## config.mk

```make
export PLATFORM = sky130hd
export DESIGN_NAME = digit_serial_adder
export DESIGN_NICKNAME = d
export VERILOG_FILES = /design/src/rtl/adder_pkg.sv /design/src/rtl/digit_rca.sv /design/src/rtl/digit_serial_adder.sv
export SDC_FILE = /design/constraint.sdc
export NUM_CORES = 1
export LEC_CHECK = 0
export CAP_MARGIN = 20
export CORE_ASPECT_RATIO = 0.75
export CORE_MARGIN = 2
export CORE_UTILIZATION = 55
export DETAILED_ROUTE_END_ITERATION = 12
export MAX_ROUTING_LAYER = met4
export PLACE_DENSITY = 0.82
export SLEW_MARGIN = 0
export SYNTH_ARGS = -nofsm -noshare
export SYNTH_HDL_FRONTEND = slang
export SYNTH_SLANG_ARGS = --single-unit
```

## constraint.sdc

```tcl
create_clock -name clk -period 6.69 [get_ports clk]
set_input_delay 2.007 -clock clk [delete_from_list [all_inputs] [get_ports clk]]
set_output_delay 2.007 -clock clk [all_outputs]
set_load 0.01 [all_outputs]
```

## src/rtl/adder_pkg.sv

```systemverilog
// rtl/adder_pkg.sv - shared FSM encoding and elaboration helpers for the digit-serial adder
package adder_pkg;

   typedef enum logic [1:0] {
      IDLE = 2'd0,
      RUN  = 2'd1,
      DONE = 2'd2
   } state_t;

   function automatic int clog2(input int v);
      int r;
      r = 0;
      while ((1 << r) < v) r++;
      return r;
   endfunction

endpackage

```

## src/rtl/digit_rca.sv

```systemverilog
// rtl/digit_rca.sv - combinational N-bit ripple-carry slice
// Also exposes the carry into the top bit so the caller can form signed overflow.
module digit_rca #(
   parameter int N = 4
) (
   input  logic         ci,
   input  logic [N-1:0] a,
   input  logic [N-1:0] b,
   output logic         co,
   output logic [N-1:0] s,
   output logic         c_msb_in
);

   logic [N:0] c;

   assign c[0] = ci;

   for (genvar i = 0; i < N; i++) begin : g_bit
      assign s[i]   = a[i] ^ b[i] ^ c[i];
      assign c[i+1] = (a[i] & b[i]) | (a[i] & c[i]) | (b[i] & c[i]);
   end

   assign co       = c[N];
   assign c_msb_in = c[N-1];

endmodule

```

## src/rtl/digit_serial_adder.sv

```systemverilog
// rtl/digit_serial_adder.sv - multi-cycle add/subtract, DIGIT bits per clock, LSB digit first
// Ready/valid on both sides; result held in DONE until the consumer takes it.
module digit_serial_adder
   import adder_pkg::*;
#(
   parameter int WIDTH = 16,
   parameter int DIGIT = 4
) (
   input  logic             clk,
   input  logic             rst_n,
   input  logic             in_valid,
   output logic             in_ready,
   input  logic             Sub,
   input  logic             Cin,
   input  logic [WIDTH-1:0] A,
   input  logic [WIDTH-1:0] B,
   output logic             out_valid,
   input  logic             out_ready,
   output logic [WIDTH-1:0] S,
   output logic             Cout,
   output logic             Ovf
);

   localparam int NDIG = (DIGIT >= 1) ? WIDTH / DIGIT : 1;
   localparam int CW   = clog2(NDIG) + 1;
   localparam logic [CW-1:0] LAST = CW'(NDIG - 1);

   if (DIGIT < 1 || (WIDTH % DIGIT) != 0) begin : g_bad_cfg
      $fatal(1, "digit_serial_adder: WIDTH must be a positive multiple of DIGIT");
   end

   state_t           state, state_nx;
   logic [WIDTH-1:0] a_q, b_q, s_q, s_nx;
   logic [CW-1:0]    cnt;
   logic             carry_q, cout_q, ovf_q;
   logic [DIGIT-1:0] sum_dig;
   logic             co_dig, cmsb_dig;

   // Operand registers shift right each RUN clock, so the active digit is always the low slice.
   digit_rca #(.N(DIGIT)) u_rca (
      .ci       (carry_q),
      .a        (a_q[DIGIT-1:0]),
      .b        (b_q[DIGIT-1:0]),
      .co       (co_dig),
      .s        (sum_dig),
      .c_msb_in (cmsb_dig)
   );

   always_comb begin
      s_nx = s_q;
      for (int d = 0; d < NDIG; d++) begin
         if (cnt == CW'(d)) s_nx[d*DIGIT +: DIGIT] = sum_dig;
      end
   end

   always_comb begin
      state_nx = state;
      case (state)
         IDLE:    if (in_valid)     state_nx = RUN;
         RUN:     if (cnt == LAST)  state_nx = DONE;
         DONE:    if (out_ready)    state_nx = IDLE;
         default:                   state_nx = IDLE;
      endcase
   end

   always_ff @(posedge clk or negedge rst_n) begin
      if (!rst_n) begin
         state <= IDLE;
      end else begin
         state <= state_nx;
      end
   end

   always_ff @(posedge clk or negedge rst_n) begin
      if (!rst_n) begin
         a_q     <= '0;
         b_q     <= '0;
         s_q     <= '0;
         cnt     <= '0;
         carry_q <= 1'b0;
         cout_q  <= 1'b0;
         ovf_q   <= 1'b0;
      end else begin
         case (state)
            IDLE: begin
               if (in_valid) begin
                  // Subtraction as A + ~B + ~Cin: invert B and the incoming borrow up front.
                  a_q     <= A;
                  b_q     <= B ^ {WIDTH{Sub}};
                  carry_q <= Cin ^ Sub;
                  cnt     <= '0;
               end
            end
            RUN: begin
               a_q     <= a_q >> DIGIT;
               b_q     <= b_q >> DIGIT;
               s_q     <= s_nx;
               carry_q <= co_dig;
               cnt     <= cnt + CW'(1);
               if (cnt == LAST) begin
                  cout_q <= co_dig;
                  ovf_q  <= cmsb_dig ^ co_dig;
               end
            end
            default: ;
         endcase
      end
   end

   assign in_ready  = (state == IDLE);
   assign out_valid = (state == DONE);
   assign S         = s_q;
   assign Cout      = cout_q;
   assign Ovf       = ovf_q;

endmodule

```

==> Yosys cells after proc, flatten, opt, wreduce, memory -nomap -nowiden <==
Index checks and enable logic that the tools add are counted.
{ "word_totals": {"reg_bits": 56, "wordCells": 72} }
{ "op_classes": {"addsub": 1, "n_eq_ne": 8, "mux": 12, "bitwise_logic": 31, "n_reduce_logical": 9} }
{ "ops": {"columns": ["operator", "n"], "rows": [
  ["$pmux W16 S2", 2],
  ["$mux W16", 2],
  ["$xor A16 B16 Y16", 1],
  ["$and A1 B1 Y1", 12],
  ["$reduce_and A2 Y1", 5],
  ["$xor A1 B1 Y1", 10],
  ["$or A1 B1 Y1", 8],
  ["$eq A3 B2 Y1 const B", 2],
  ["$mux W2", 3],
  ["$pmux W2 S3", 1],
  ["$pmux W3 S2", 1],
  ["$ne A2 B2 Y1 const B", 2],
  ["$add A3 B1 Y3 const B", 1],
  ["$eq A3 B1 Y1 const B", 1],
  ["$logic_not A3 Y1", 1],
  ["$mux W3", 1],
  ["$reduce_and A3 Y1", 1],
  ["$eq A2 B1 Y1 const B", 1],
  ["$eq A2 B2 Y1 const B", 1],
  ["$logic_not A2 Y1", 1],
  ["$ne A2 B1 Y1 const B", 1],
  ["$pmux W1 S2", 1],
  ["$reduce_bool A2 Y1", 1],
  ["$mux W1", 1]
]} }

==> Logic depth before layout (Yosys ltp) <==
{ "logic_depth": {"depth_word": 13, "ltp_mapped": 9, "depth_no_buf": 9} }

==> Cells and area by module <==
From an unflattened synthesis, not the netlist that was laid out.
{ "unflattened": {"hier_cells": 268, "hier_area_um2": 2894.0} }
{ "by_module_without_submodules": {"columns": ["mod", "n_inst", "cells_each", "area_per_inst_um2", "seq_area_each_um2"], "rows": [
  ["digit_serial_adder", 1, 254, 2776.4, 1401.3],
  ["digit_rca", 1, 14, 117.6, 0.0]
]} }

==> Least setup slack after synthesis <==
Ideal clock, no wire load.
{ "synth_timing": {"path_kind": "flip-flop to output port", "from": "register state[0]", "to": "output port in_ready", "t_arrival_ns": 1.058, "required_ns": 4.683, "setup_slack_ns": 3.625, "path_stages_with_launch": 5, "path_cell_list": "dfrtp_1 > buf_6 > clkbuf_1 > clkbuf_1 > nor2_1"} }
{ "synth_between": {"elab_chain_len": 1} }
{ "synth_lines": {"columns": ["element", "line", "source"], "rows": [
  ["start, declared", "digit_serial_adder.sv:32", "state_t state, state_nx;"],
  ["start signal, assigned", "digit_serial_adder.sv:70", "state <= state_nx;"],
  ["$logic_not A2 Y1", "digit_serial_adder.sv:110", "assign in_ready = (state == IDLE);"],
  ["end, declared", "digit_serial_adder.sv:12", "output logic in_ready,"]
]} }
No other way between the ends.

==> Worst setup path after layout <==
{ "layout_timing": {"from": "register state[1]", "to": "output port out_valid"} }
{ "layout_between": {"elab_chain_len": 1} }
{ "layout_lines": {"columns": ["element", "line", "source"], "rows": [
  ["$eq A2 B2 Y1", "digit_serial_adder.sv:111", "assign out_valid = (state == DONE);"],
  ["end, declared", "digit_serial_adder.sv:17", "output logic out_valid,"]
]} }
No other way between the ends.

==> results by group <==
Clocking
  – Worst skew pair latency: 0.31 ns
  – CTS H-Tree Depth: 2
  – Sink Count: 56
  – Cts bufs inserted: 5
  – Post-CTS sizing: 0
  – Clk pin slew, worst setup/hold paths: 0.09 ns
  – Root buffer cell: clkbuf_8
  – Post-CTS setup buffers: 0
  – CTS tree: built
  – Clock buffer depth: 2
  – Post-CTS Hold Fix Bufs: 0

Yosys
  – Seq/Total Area, Yosys: 0.4949
  – Most frequent cells after synthesis: dfrtp_1, nand2_1, o21ai_0
  – Post-synth top flop: dfrtp_1
  – Post-Syn Area per Cell: 10.37 um^2
  – Netlist cell types: 32
  – Yosys top cell area share: 0.4949
  – Post-synth EDFFs: 0
  – Cell Area, Synth: 2831 um^2
  – Synthesized instance count: 273
  – Yosys top cell by area: dfrtp_1
  – Mapped Nets: 320
  – Warnings from Yosys: 0
  – Synth area leaders: dfrtp_1, o21ai_0, nand2_1, xnor2_1, a22oi_1
  – FFs w/ async S/R, synth: 1.000
  – Most common cell in the netlist: dfrtp_1
  – #FFs+latches synth: 56

Place
  – Pre-CTS setup slack: 2.351 ns
  – GPL Wtd Cong: 0.7831
  – Placed instance count: 374
  – Hpwl dp: 3947 um
  – Number of port buffers: 57

Timing
  – Final min period: 3.761 ns
  – Worst relative slew slack: 0.3957
  – RSZ-0062 raised after global routing: false
  – Fin crit share: 0.5622
  – Hold violation count in the final report: 0
  – Tightest Pin Transition: 0.9036 ns
  – Setup_tns: 0 ns
  – Setup violations, final: 0
  – Worst Skew: 0.004947 ns
  – Achievable clock frequency: 265.9 MHz
  – Final WS setup: 2.929 ns
  – Final slew viol count: 0

Run status
  – Status: finished clean

Routing
  – Final ANT Viol Nets: 0
  – DR iter-0 viols: 118
  – Total number of vias: 2135
  – Drt drc: 0
  – Via density per instance: 5.560
  – WL per Instance: 14.58 um
  – DR pass1 iterations: 4
  – Total Wirelength: 5599 um

Die
  – Starting Density: 0.5747
  – Die area: 5744 um^2
  – Die width: 86.85 um
  – Ports: 58
  – Die height: 66.14 um
  – Row cnt: 22
  – Core footprint: 4927 um^2

Finish
  – Layout Nets: 370
  – Area grow syn2layout: 23.60%
  – Non-filler instance count after layout: 384
  – FILL cells: 356
  – Layout cells sized above 1: 0.09259
  – ANT cells: 0

Pwr
  – Flop pwr share: 0.405
  – LEAKAGE: 1.491 nW
  – Max IR drop VDD: 0.1568 mV
  – Clk pwr share: 0.137
  – Power per cell area: 394.0 nW/um^2
  – Gate power share: 0.458
  – Internal: 863.8 uW
  – NetSw: 515.0 uW
  – Sw frac: 0.3735

GRT
  – Largest net degree at the start of global routing: 57
  – GR Overflow Total: 0
  – First-pass GRT wire length: 9466 um
  – Vias in the first global route: 2022
  – Total GRT Usage: 0.2163
  – Initial antenna violation count: 0

Flow run
  – Max_cap viols: 0

Setup path
  – Critical Path Sink Type: output port
  – Largest fanout on the critical path: 41
  – Setup crit start kind: register
  – Crit path kind: reg -> out
  – Data arrival, critical path: 1.75 ns
  – Worst Path Required: 4.68 ns

Min path
  – Hold Path Class: reg -> reg
## sequential cells by signal (all words and copies together) (netlist names)
name,count
S,16
a_q,16
b_q,16
cnt,3
state,2
Cout,1
Ovf,1
carry_q,1
## worst paths after layout
path	start	end	slack (ns)	cells past startpoint
worst max-delay path	state[1]$_DFFE_PN0P_	out_valid	2.93	4
worst min-delay path	S[11]$_DFFE_PN0P_	S[11]$_DFFE_PN0P_	0.49	2
worst max register to register	a_q[0]$_DFFE_PN0P_	S[15]$_DFFE_PN0P_	4.37	8
worst min register to register	S[11]$_DFFE_PN0P_	S[11]$_DFFE_PN0P_	0.49	2
max in group asynchronous	rst_n	b_q[9]$_DFFE_PN0P_	4.41	2
min in group asynchronous	rst_n	S[11]$_DFFE_PN0P_	1.83	2
## through the flow
step | total power, mW | utilization | hold WS (ns) | cell area [um^2]
2_1_floorplan | 0.9678 | - | 0.4507 | 2831
6_report | 1.379 | 0.7103 | 0.4851 | 3500
5_1_grt | 1.489 | 0.7103 | 0.5200 | 3500
3_5_place_dp | 1.198 | 0.6884 | 0.4697 | 3392
4_1_cts | 1.383 | 0.7072 | 0.4906 | 3485
3_3_place_gp | 1.169 | 0.6884 | 0.4612 | 3392
## final cells by class
class,count,area [um^2],share of cell area
Inverter,12,45.04,0.01287
Sequential cell,56,1401,0.4004
Tap cell,60,75.07,0.02145
Timing Repair Buffer,63,610.6,0.1745
Clock inverter,2,10.01,0.002860
Clock buffer,6,82.58,0.02360
Multi-Input combinational cell,185,1275,0.3643
## logic make-up (layout without fill, tap and decap cells)
logic type,count (synthesis),in the layout,share of synthesized area
AOI/OAI and AO/OA,81,81,0.1909
and+or+nand+nor,68,68,0.1180
DFF,56,56,0.4949
buffers and inverters,32,83,0.05479
xor gates and xnor gates,18,18,0.05568
adders and majority gates,9,9,0.05038
muxes,9,9,0.03535
## metal layers
layer  GRT usage  vias up  wire length [um]
met5           -        -                 0
li1            -     1040                 -
met1      0.2841     1046              2676
met4     0.05664        0                29
met2      0.3483       46              2688
met3     0.04245        3               204
## power groups by stage
| stage | registers, mW | logic [mW] | clock network (mW) |
|---|---|---|---|
| finish | 0.558 | 0.631 | 0.189 |
| global route | 0.576 | 0.703 | 0.210 |
| floorplan | 0.569 | 0.399 | 0 |
| detailed placement | 0.566 | 0.632 | 0 |
| global placement | 0.559 | 0.610 | 0 |
| CTS | 0.559 | 0.631 | 0.193 |
## layout by cell type, fill, tap and decap left out, types with 3 or more instances in the layout
cell type,n
o21ai_0,31
fa_1,4
clkdlybuf4s50_1,56
nand4bb_1,3
o21ai_1,4
dfrtp_1,56
ha_1,5
inv_1,12
nand2_1,40
a22oi_1,15
o211ai_2,4
nor2_1,5
a21oi_1,14
nor2b_1,15
clkbuf_8,6
mux2_2,8
o221ai_1,4
xnor2_1,16
buf_4,6
o221ai_2,3
## critical path, cell delays in order (launching register included)
cell and delay [ns]:
dfrtp_1 0.33, buf_4 0.37, nand2b_1 0.13, inv_1 0.07, clkdlybuf4s50_1 0.52
Power figures use the tool's default switching activity.
